===== src/rtl/pc_seq_pkg.sv =====
// Package: pc_seq_pkg
// Shared types and defaults for the ProgCtr sequencer of the 8-bit core.
//   seq_state_t  - sequencer FSM state encoding
//   PC_W_DEF     - default program counter / branch target width
//   CNT_W_DEF    - default cycle counter width
//   TAKEN_W      - width of the taken-branch predicate
package pc_seq_pkg;

    localparam int PC_W_DEF  = 8;
    localparam int CNT_W_DEF = 16;
    localparam int TAKEN_W   = 1;

    typedef enum logic [2:0] {
        ST_IDLE  = 3'd0,
        ST_LOAD  = 3'd1,
        ST_RUN   = 3'd2,
        ST_FLUSH = 3'd3,
        ST_STALL = 3'd4,
        ST_DONE  = 3'd5
    } seq_state_t;

endpackage


===== src/rtl/pc_sequencer.sv =====
// Module: pc_sequencer
// Control FSM that sequences the ProgCtr datapath. Converts the Start/Done
// handshake into ProgCtr Start/Reset/Branch controls, resolves branch
// requests with a one-cycle flush bubble, and handles halt, stall and a
// cycle watchdog. Every output is registered.
//
// Optional feature macro: PC_SEQ_BRANCH_STATS_EN adds TakenCount and
// LastTarget branch statistics outputs.
//
// Ports
//   Clk, Reset_n     clock (rising edge), synchronous active-low reset
//   Start            level; begins a run when sampled high in IDLE or DONE
//   HaltReq          decoded halt, ends the run with Timeout=0
//   StallReq         freeze request from multi-cycle memory/ALU
//   BranchReq        decoded conditional branch, qualified by CondTrue
//   CondTrue         ALU condition flag
//   UncondReq        decoded unconditional jump
//   TargetIn         branch target from decode
//   PcReset          to ProgCtr.Reset (high in IDLE)
//   PcStart          to ProgCtr.Start (high in LOAD)
//   PcBranch         to ProgCtr.Branch, one cycle per taken branch
//   PcUncond         to ProgCtr.UnconditionalBranch, qualifies PcBranch
//   PcTarget         to ProgCtr.Target, captured on a taken branch
//   PcHold           freeze ProgCtr increment (STALL and DONE)
//   Flush            squash the instruction fetched in the branch shadow
//   Busy             high in LOAD/RUN/FLUSH/STALL
//   Done             held high in DONE until the next run starts
//   Timeout          valid with Done; run ended by the watchdog
//   CycleCount       RUN/FLUSH/STALL cycles of the current run, saturating
//   TakenCount       (stats) taken branches this run, saturating
//   LastTarget       (stats) last issued PcTarget
module pc_sequencer
    import pc_seq_pkg::*;
#(
    parameter int PC_W       = PC_W_DEF,
    parameter int CNT_W      = CNT_W_DEF,
    parameter int MAX_CYCLES = 4096
) (
    input  logic             Clk,
    input  logic             Reset_n,
    input  logic             Start,
    input  logic             HaltReq,
    input  logic             StallReq,
    input  logic             BranchReq,
    input  logic             CondTrue,
    input  logic             UncondReq,
    input  logic [PC_W-1:0]  TargetIn,
    output logic             PcReset,
    output logic             PcStart,
    output logic             PcBranch,
    output logic             PcUncond,
    output logic [PC_W-1:0]  PcTarget,
    output logic             PcHold,
    output logic             Flush,
    output logic             Busy,
    output logic             Done,
    output logic             Timeout,
`ifdef PC_SEQ_BRANCH_STATS_EN
    output logic [CNT_W-1:0] TakenCount,
    output logic [PC_W-1:0]  LastTarget,
`endif
    output logic [CNT_W-1:0] CycleCount
);

    localparam logic [CNT_W-1:0] WD_LIMIT = CNT_W'(MAX_CYCLES - 1);

    function automatic logic [CNT_W-1:0] sat_inc(input logic [CNT_W-1:0] v);
        return (&v) ? v : v + CNT_W'(1);
    endfunction

    seq_state_t         state;
    seq_state_t         state_nxt;
    logic [TAKEN_W-1:0] taken;
    logic               br_issue;
    logic               wd_expire;
    logic               counting;

    assign taken    = TAKEN_W'((BranchReq & CondTrue) | UncondReq);
    assign counting = (state == ST_RUN) || (state == ST_FLUSH) || (state == ST_STALL);

    always_comb begin
        state_nxt = state;
        br_issue  = 1'b0;
        wd_expire = 1'b0;
        case (state)
            ST_IDLE:  if (Start) state_nxt = ST_LOAD;
            ST_LOAD:  state_nxt = ST_RUN;
            ST_RUN: begin
                // Halt outranks the watchdog, which outranks stall and branch.
                if (HaltReq) begin
                    state_nxt = ST_DONE;
                end else if (CycleCount >= WD_LIMIT) begin
                    state_nxt = ST_DONE;
                    wd_expire = 1'b1;
                end else if (StallReq) begin
                    state_nxt = ST_STALL;
                end else if (taken != '0) begin
                    state_nxt = ST_FLUSH;
                    br_issue  = 1'b1;
                end
            end
            // A stall request seen here is picked up again once back in RUN.
            ST_FLUSH: state_nxt = ST_RUN;
            ST_STALL: if (!StallReq) state_nxt = ST_RUN;
            ST_DONE:  if (Start) state_nxt = ST_LOAD;
            default:  state_nxt = ST_IDLE;
        endcase
    end

    // State and registered outputs. Level outputs are decoded from the state
    // being entered so they line up with it; Flush is decoded from the state
    // being left so that it follows PcBranch by exactly one cycle.
    always_ff @(posedge Clk) begin
        if (!Reset_n) begin
            state      <= ST_IDLE;
            PcReset    <= 1'b1;
            PcStart    <= 1'b0;
            PcBranch   <= 1'b0;
            PcUncond   <= 1'b0;
            PcTarget   <= '0;
            PcHold     <= 1'b0;
            Flush      <= 1'b0;
            Busy       <= 1'b0;
            Done       <= 1'b0;
            Timeout    <= 1'b0;
            CycleCount <= '0;
        end else begin
            state    <= state_nxt;
            PcReset  <= (state_nxt == ST_IDLE);
            PcStart  <= (state_nxt == ST_LOAD);
            PcBranch <= br_issue;
            PcUncond <= br_issue & UncondReq;
            if (br_issue) PcTarget <= TargetIn;
            PcHold   <= (state_nxt == ST_STALL) || (state_nxt == ST_DONE);
            Flush    <= (state == ST_FLUSH);
            Busy     <= (state_nxt == ST_LOAD) || (state_nxt == ST_RUN) ||
                        (state_nxt == ST_FLUSH) || (state_nxt == ST_STALL);
            Done     <= (state_nxt == ST_DONE);

            if (state_nxt == ST_LOAD)   Timeout <= 1'b0;
            else if (wd_expire)         Timeout <= 1'b1;

            if (state_nxt == ST_LOAD)   CycleCount <= '0;
            else if (counting)          CycleCount <= sat_inc(CycleCount);
        end
    end

`ifdef PC_SEQ_BRANCH_STATS_EN
    always_ff @(posedge Clk) begin
        if (!Reset_n) begin
            TakenCount <= '0;
            LastTarget <= '0;
        end else begin
            if (state_nxt == ST_LOAD)   TakenCount <= '0;
            else if (br_issue)          TakenCount <= sat_inc(TakenCount);
            if (br_issue) LastTarget <= TargetIn;
        end
    end
`endif

endmodule


===== config.mk =====
export PLATFORM = sky130hd
export DESIGN_NAME = pc_sequencer
export DESIGN_NICKNAME = d
export VERILOG_FILES = /design/src/rtl/pc_seq_pkg.sv /design/src/rtl/pc_sequencer.sv
export SDC_FILE = /design/constraint.sdc
export NUM_CORES = 1
export LEC_CHECK = 0
export ABC_CLOCK_PERIOD_IN_PS = 2510
export CAP_MARGIN = 30
export CELL_PAD_IN_SITES_DETAIL_PLACEMENT = 0
export CELL_PAD_IN_SITES_GLOBAL_PLACEMENT = 1
export CORE_MARGIN = 10
export CORE_UTILIZATION = 34
export DETAILED_ROUTE_END_ITERATION = 8
export HOLD_SLACK_MARGIN = 0.08
export PLACE_DENSITY_LB_ADDON = 0.1
export SKIP_CTS_REPAIR_TIMING = 1
export SLEW_MARGIN = 25
export SYNTH_ARGS = -nofsm -noshare
export SYNTH_HDL_FRONTEND = slang
export SYNTH_SLANG_ARGS = --single-unit

===== constraint.sdc =====
create_clock -name Clk -period 2.51 [get_ports Clk]
set_input_delay 0.3765 -clock Clk [delete_from_list [all_inputs] [get_ports Clk]]
set_output_delay 0.3765 -clock Clk [all_outputs]
set_load 0.01 [all_outputs]

[Word-level counts from Yosys, hierarchy flattened]
Cells that the tools add are included.
Word-level totals
  output and inout port bits: 33
  logic and storage cells: 57
  input bits: 16
  register bits after elaboration: 36
Operators by class
  add/sub/neg operators: 1
  reduce and logical (&&, ||, !) cells: 13
  muxes and demuxes: 15
  bitwise operators: 5
  equality and inequality tests: 10
  order comparisons: 1
Operator list (number)
  3-bit 2-to-1 mux: 6
  16-bit by 1-bit adder with 16-bit output, second input constant: 1
  16-bit by 12-bit >= comparator with 1-bit output, second input constant: 1
  16-bit AND reduction: 1
  3-bit by 2-bit == test with 1-bit output, second input constant: 4
  3-bit == test, second input constant: 4
  3-bit one-hot mux with 4 select lines: 1
  1-bit 2-to-1 mux: 8
  3-bit by 1-bit == test with 1-bit output, second input constant: 2
  3-bit zero test: 2
  1-bit logical OR: 6
  2-bit OR reduction: 3
  1-bit bitwise AND: 2
  1-bit NOT: 2
  2-bit AND reduction: 1
  1-bit OR: 1

[Depth between registers and ports, before layout]
Gate-level depths: netlist of the first run.
  depth in word-level cells: 11
  depth in mapped cells: 7
  gate-level depth less buffers: 6

[Worst setup path after synthesis of the first run]
OpenSTA, ideal clock, no wires.
  kind: reg2reg
  start point: register CycleCount[12]
  end point: register CycleCount[10]
  path slack: 299 ps
  clock period less this slack: 2211 ps
  data required time: 2378 ps
  cell stages (with the launch flop): 7
  buffers on the path: 1
  library setup time: 132 ps
  arrival time: 2079 ps
  cell sequence: dfxtp_1 > or4_1 > a311o_1 > a21bo_2 > a211oi_4 > buf_6 > nor3_1
On the way
  word-level cells in the longest chain between the ends: 6
  elaborated cells on any way between the ends: 9
  classes of those cells: 1 x order compare; 1 x eq/ne; 3 x mux; 1 x bitwise; 3 x reduce/logical
RTL lines
  start, declared: line pc_sequencer.sv:62  | output logic [CNT_W-1:0] CycleCount
  start signal, assigned: line pc_sequencer.sv:144  | else if (counting) CycleCount <= sat_inc(CycleCount);
  16-bit by 12-bit >= comparator with 1-bit output: line pc_sequencer.sv:92  | end else if (CycleCount >= WD_LIMIT) begin
  3-bit 2-to-1 mux: line pc_sequencer.sv:92
  3-bit 2-to-1 mux: line pc_sequencer.sv:90  | if (HaltReq) begin
  3-bit one-hot mux with 4 select lines: line pc_sequencer.sv:85  | case (state)
  3-bit by 1-bit == test with 1-bit output: line pc_sequencer.sv:143  | if (state_nxt == ST_LOAD) CycleCount <= '0;
  2-bit OR reduction (no line)
Parallel ways exist; a longest one is shown, timed or not.
A chain may end at the register's enable or synchronous reset.

[Final worst setup path of the first run]
Ends and elaborated chain as after synthesis.

==> impl_metrics.py, run 1 <==
metrics = {
    "critical_path": {
        "cp_slowest_cell": "or4_1",
        "cp-start-kind": "flip-flop",
        "critPathCaptureType": "flip-flop",
        "crit_chain": "or4_1 > a311o_1 > a21bo_2 > a211oi_4 > buf_4 > nor3_1",
        "critPathMaxStageDelay_ns": 0.56,
        "timing.critical_path.buf_inv": 1,
        "cp_max_fo": 18,
        "r2r_start": "CycleCount[12]",
        "crit_type": "reg2reg",
        "worst_ep_required_time_ns": 2.66,
        "crit_family": "compound AO/OA/AOI/OAI gates",
        "reg2reg_depth": 6,
        "rr_endpoint": "CycleCount[10]",
        "reg2reg_setup_slack_ns": 0.25,
        "cp-endpoint": "CycleCount[10]",
        "arrival_ns": 2.41,
        "cp.depth": 6,
        "critPathLaunch": "CycleCount[12]",
    },
    "power_and_ir_drop": {
        "power.total_mw": 1.19,
        "p_per_area_nw_per_um2": 529,
        "ir_drop_uv": 246,
        "power_leakage_nw": 0.829,
    },
    "floorplan": {
        "fp.coreArea_um2": 4690,
        "dieArea_um2": 7970,
        "io_pins": 49,
        "dieHeight_um": 89.3,
        "initial_core_util_pct": 34.8,
        "die_w_um": 89.3,
        "rows": 25,
    },
    "detailed_routing": {
        "final_antenna_net_count": 0,
        "drt-initial-drc-count": 32,
        "drc": 0,
        "num_vias": 1470,
        "wl_per_cell_um": 15.6,
        "wirelength_um": 4390,
        "via_per_inst": 5.21,
        "first_pass_iters": 4,
    },
    "place": {
        "port_buffers": 48,
        "dp_slack_ns": 0.261,
        "place_congestion": 0.819,
        "dpl.hpwl_um": 3250,
    },
    "global_routing": {
        "grt_pass1_vias": 1463,
        "antenna_found_initial": 0,
        "grtUsageTotal_pct": 11.5,
        "globalRoute.totalOverflow": 0,
        "grt_pass1_wl_um": 7110,
        "grt_max_degree": 19,
    },
    "synth": {
        "synthCells": 178,
        "synth.area.top_cells": "dfxtp_1, xnor2_1, nor3_1",
        "ys.flop_type": "dfxtp_1",
        "ys_warn_count": 0,
        "synth.most_common_cell": "dfxtp_1",
        "syn_area_per_cell_um2": 9.17,
        "synth_nets": 195,
        "syn_area_um2": 1630,
        "ys_seq_area_share_pct": 44.1,
        "ys_types": 41,
        "async_reset_ff_share_pct": 0,
        "synth_top_area_cell": "dfxtp_1",
        "synth_enable_flop_cells": 0,
        "synth_top_area_share_pct": 44.1,
        "synth-seq-cells": 36,
        "ys_top_cells_by_count": "dfxtp_1, nor3_1, nor2_1, xnor2_1, mux2i_1",
    },
    "timing": {
        "finalCritPeriodShare_pct": 90.2,
        "tightest_slew_ns": 0.580,
        "tns_ns": 0,
        "rsz0062_at_grt": "no",
        "finalCriticalPeriod_ns": 2.26,
        "final.setup.worst_slack_ns": 0.246,
        "hold_slack_ns": 0.500,
        "skew_ns": 0.00952,
        "final-hold-violation-count": 0,
        "fmax_ghz": 0.442,
        "slew_headroom_pct": 61.3,
        "setup_viol": 0,
        "slew_viol_final": 0,
    },
    "clocking": {
        "numCtsBuffers": 5,
        "cts_buffer_depth": 2,
        "tritoncts": "built",
        "clkSlewWorstSetupHoldPaths_ns": 0.08,
        "cts_sinks": 36,
        "insertion_delay_ns": 0.29,
        "htreeDepth": 2,
        "root_buffer": "clkbuf_8",
    },
    "hold_path": {
        "hold_depth": 2,
        "min_path_type": "reg2reg",
        "hp-start": "PcTarget[0]",
    },
    "cells_and_area": {
        "fillCellCount": 444,
        "syn_to_final_growth_pct": 38.1,
        "antenna_cells": 0,
        "nets": 244,
        "drive_above_1_share_pct": 7.02,
    },
    "outcome": {
        "outcome": "finished clean",
    },
    "flow_run": {
        "cap_violations": 0,
    },
}
[cells by family (layout without fill, tap and decap cells)]
family,after synthesis,count (layout),share of synthesized area [%]
simple gates,79,79,25.6
flops,36,36,44.1
compound gates,24,24,12.1
xor+xnor,15,15,8.05
buf+inv,14,64,3.83
mux,9,9,5.52
fa+ha+maj,1,1,0.766
[placed cells by master (no fill, tap or decap), types with 5 or more instances in the layout]
cell,n
clkbuf_8,5
nor3_1,20
dfxtp_1,36
nand3_1,7
buf_4,5
mux2i_1,9
nand2_1,8
clkdlybuf4s50_1,48
and2_1,7
nor2_1,17
xnor2_1,13
a211oi_1,7
[per-stage QoR]
step / std cells / util (%) / cell area (um2)
floorplan: 178 / - / 1630
global placement: 274 / 46.2 / 2170
detailed placement: 274 / 46.2 / 2170
CTS: 282 / 48.1 / 2250
global route: 282 / 48.1 / 2250
finish: 282 / 48.1 / 2250
[worst reg2reg max path: cells and delay by family, from the launching register on]
family / cells / cell delay, ns
buf+inv: 1 / 0.26
compound gates: 3 / 0.86
flops: 1 / 0.36
simple gates: 2 / 0.64
[where the power goes]
group | internal [mW] | switching, mW
Combinational | 0.0893 | 0.0947
Clock | 0.193 | 0.214
Sequential | 0.589 | 0.0127
Total | 0.872 | 0.322
[flip-flops by register name (all words and copies together), names as in the netlist]
register	flops
Done	1
PcStart	1
PcBranch	1
state	3
PcHold	1
PcReset	1
Busy	1
Flush	1
PcUncond	1
CycleCount	16
Timeout	1
PcTarget	8
[layout make-up]
cell class / instances / area, um2 / area share (%)
clock buffers: 5 / 68.8 / 3.05
clock inverters: 3 / 18.8 / 0.832
well taps: 54 / 67.6 / 3.00
inverters: 3 / 11.3 / 0.499
multi-input cells: 128 / 850 / 37.7
repair buffers: 53 / 518 / 23.0
flip-flops and latches: 36 / 721 / 32.0
[how the worst min path moves through the flow]
stage | endpoint | slack (ns)
6_report | PcTarget[0] | 0.50
4_1_cts | PcTarget[0] | 0.51
3_5_place_dp | PcTarget[0] | 0.49
2_1_floorplan | PcStart | 0.50
3_3_place_gp | PcTarget[6] | 0.48
5_1_grt | PcTarget[0] | 0.54
[per-layer routing]
metal | global-route usage [%] | up-vias | share of wire [%]
met2 | 18.8 | 44 | 48
met4 | 3.47 | 0 | 0.89
li1 | - | 734 | -
met3 | 5.20 | 5 | 8.4
met5 | 0 | - | 0
met1 | 13.1 | 687 | 43
(Power assumes the default switching activity.)
==> run 2, diff against run 1 <==
--- a/config.mk
+++ b/config.mk
@@ -9,7 +9,6 @@
 export CAP_MARGIN = 30
 export CELL_PAD_IN_SITES_DETAIL_PLACEMENT = 0
 export CELL_PAD_IN_SITES_GLOBAL_PLACEMENT = 1
-export CORE_MARGIN = 10
 export CORE_UTILIZATION = 34
 export DETAILED_ROUTE_END_ITERATION = 8
 export HOLD_SLACK_MARGIN = 0.08
==> run 2 against run 1 <==
Effect of this change:
- the flow now finishes with violations (DRC)
- routed wire length is 11% lower
- combinational power is essentially flat
- largest power group unchanged
- final cell count decreased by 0.71%
==> impl_metrics.py, run 2 (synthesized netlist as in run 1, its figures left out) <==
metrics = {
    "cells_and_area": {
        "drive_above_1_share_pct": 6.14,
        "largestRegisters": "CycleCount: 16 flops, PcTarget: 8 flops, state: 3 flops",
        "syn_to_final_growth_pct": 38.1,
        "largest_reg_flops": 16,
        "nets": 244,
        "final_common_cell": "clkdlybuf4s50_1",
        "top_register": "CycleCount",
        "utilization_pct": 50.4,
        "fin_cells": 280,
        "antenna_cells": 0,
        "layout_common_cells": "clkdlybuf4s50_1, dfxtp_1, nor3_1",
    },
    "global_routing": {
        "use_met2_pct": 28.1,
        "grt_max_degree": 19,
        "grt_use_met3_pct": 3.38,
        "grt_pass1_wl_um": 6530,
        "grt_pass1_vias": 1434,
        "grtUsageTotal_pct": 16.2,
        "globalRoute.totalOverflow": 0,
        "antenna_found_initial": 0,
        "grt-busiest-layer": "met2",
        "use_met1_pct": 19.4,
    },
    "power_and_ir_drop": {
        "power_leakage_nw": 0.827,
        "p_int_mw": 0.903,
        "switching_share_pct": 24.7,
        "p_per_area_nw_per_um2": 532,
        "p_sw_mw": 0.296,
        "ir_drop_uv": 212,
        "clkPwrFrac_pct": 34.5,
        "power.total_mw": 1.20,
        "seqPwrFrac_pct": 50.3,
        "combinationalPowerShare_pct": 15.2,
    },
    "clocking": {
        "cts_buffer_depth": 2,
        "htreeDepth": 2,
        "cts_sinks": 36,
        "numCtsBuffers": 5,
        "insertion_delay_ns": 0.28,
        "clkSlewWorstSetupHoldPaths_ns": 0.07,
        "tritoncts": "built",
        "root_buffer": "clkbuf_8",
    },
    "floorplan": {
        "rows": 24,
        "fp.coreArea_um2": 4470,
        "dieHeight_um": 71.3,
        "dieArea_um2": 5080,
        "initial_core_util_pct": 36.5,
        "die_w_um": 71.3,
        "io_pins": 49,
    },
    "timing": {
        "skew_ns": 0.00378,
        "slew_viol_final": 0,
        "hold_slack_ns": 0.498,
        "setup_viol": 0,
        "finalCritPeriodShare_pct": 89.5,
        "final-hold-violation-count": 0,
        "rsz0062_at_grt": "no",
        "slew_headroom_pct": 62.8,
        "tns_ns": 0,
        "finalCriticalPeriod_ns": 2.25,
        "tightest_slew_ns": 0.556,
        "fmax_ghz": 0.445,
    },
    "flow_run": {
        "cap_violations": 0,
    },
    "detailed_routing": {
        "final_antenna_net_count": 0,
        "first_pass_iters": 7,
        "drt-initial-drc-count": 63,
        "num_vias": 1469,
        "wirelength_um": 3900,
        "wl_per_cell_um": 13.9,
        "drc": 6,
        "via_per_inst": 5.25,
    },
    "outcome": {
        "outcome": "finished with violations",
        "violations": "DRC",
    },
    "critical_path": {
        "arrival_ns": 2.44,
        "worst_ep_required_time_ns": 2.71,
        "cp-start-kind": "flip-flop",
        "reg2reg_setup_slack_ns": 0.26,
        "cp_max_fo": 18,
        "critPathCaptureType": "flip-flop",
        "crit_type": "reg2reg",
    },
    "place": {
        "place_inst": 272,
        "place_congestion": 0.880,
        "dpl.hpwl_um": 2880,
        "port_buffers": 48,
    },
    "hold_path": {
        "min_path_type": "reg2reg",
    },
}
run 2: changes by cell type in the layout (fill, tap and decap cells not counted), sizes merged:
cell	change
clkinv	-3
clkbuf	+3
run 2: through the flow:
stage / setup slack, ns / area (um2)
after floorplan: 0.299 / 1630
after global placement: 0.325 / 2160
after detailed placement: 0.275 / 2160
after CTS: 0.253 / 2250
after global routing: 0.101 / 2250
final: 0.262 / 2250
run 2: final timing paths:
path                  startpoint        endpoint  cells past startpoint
setup reg to reg  CycleCount[12]  CycleCount[10]                      6
hold reg to reg      PcTarget[1]     PcTarget[1]                      2
setup / recovery  CycleCount[12]  CycleCount[10]                      6
hold / removal       PcTarget[1]     PcTarget[1]                      2
run 2: area by class of cell:
cell class / instances / area, um2
fill: 426 / 2220
multi-input combinational: 128 / 850
sequential: 36 / 721
timing repair buffer: 53 / 518
clock buffer: 8 / 90.1
tap: 52 / 65.1
inverter: 3 / 11.3
run 2: worst max-delay path: stages, from the launching register on:
cell,delay (ns)
dfxtp_1,0.36
or4_1,0.56
a311o_1,0.40
o31ai_2,0.38
a211oi_4,0.05
buf_4,0.21
nor3_1,0.20
run 2: metal layers:
| layer | vias up | part of all wire (%) |
|---|---|---|
| li1 | 733 | - |
| met1 | 686 | 45 |
| met2 | 42 | 49 |
| met3 | 8 | 4.7 |
| met4 | 0 | 1.7 |
| met5 | - | 0 |
run 2: power by group through the flow:
| stage | combinational [mW] | sequential (mW) | clock (mW) |
|---|---|---|---|
| 2_1_floorplan | 0.101 | 0.620 | 0 |
| 3_3_place_gp | 0.182 | 0.614 | 0 |
| 3_5_place_dp | 0.182 | 0.616 | 0 |
| 4_1_cts | 0.184 | 0.602 | 0.429 |
| 5_1_grt | 0.201 | 0.606 | 0.455 |
| 6_report | 0.182 | 0.603 | 0.414 |
==> run 3, diff against run 2 <==
--- a/config.mk
+++ b/config.mk
@@ -10,6 +10,7 @@
 export CELL_PAD_IN_SITES_DETAIL_PLACEMENT = 0
 export CELL_PAD_IN_SITES_GLOBAL_PLACEMENT = 1
 export CORE_UTILIZATION = 34
+export CTS_CLUSTER_SIZE = 20
 export DETAILED_ROUTE_END_ITERATION = 8
 export HOLD_SLACK_MARGIN = 0.08
 export PLACE_DENSITY_LB_ADDON = 0.1
==> results of run 3 <==
Same layout as run 2: the final DEF is identical, and so are final timing and power.
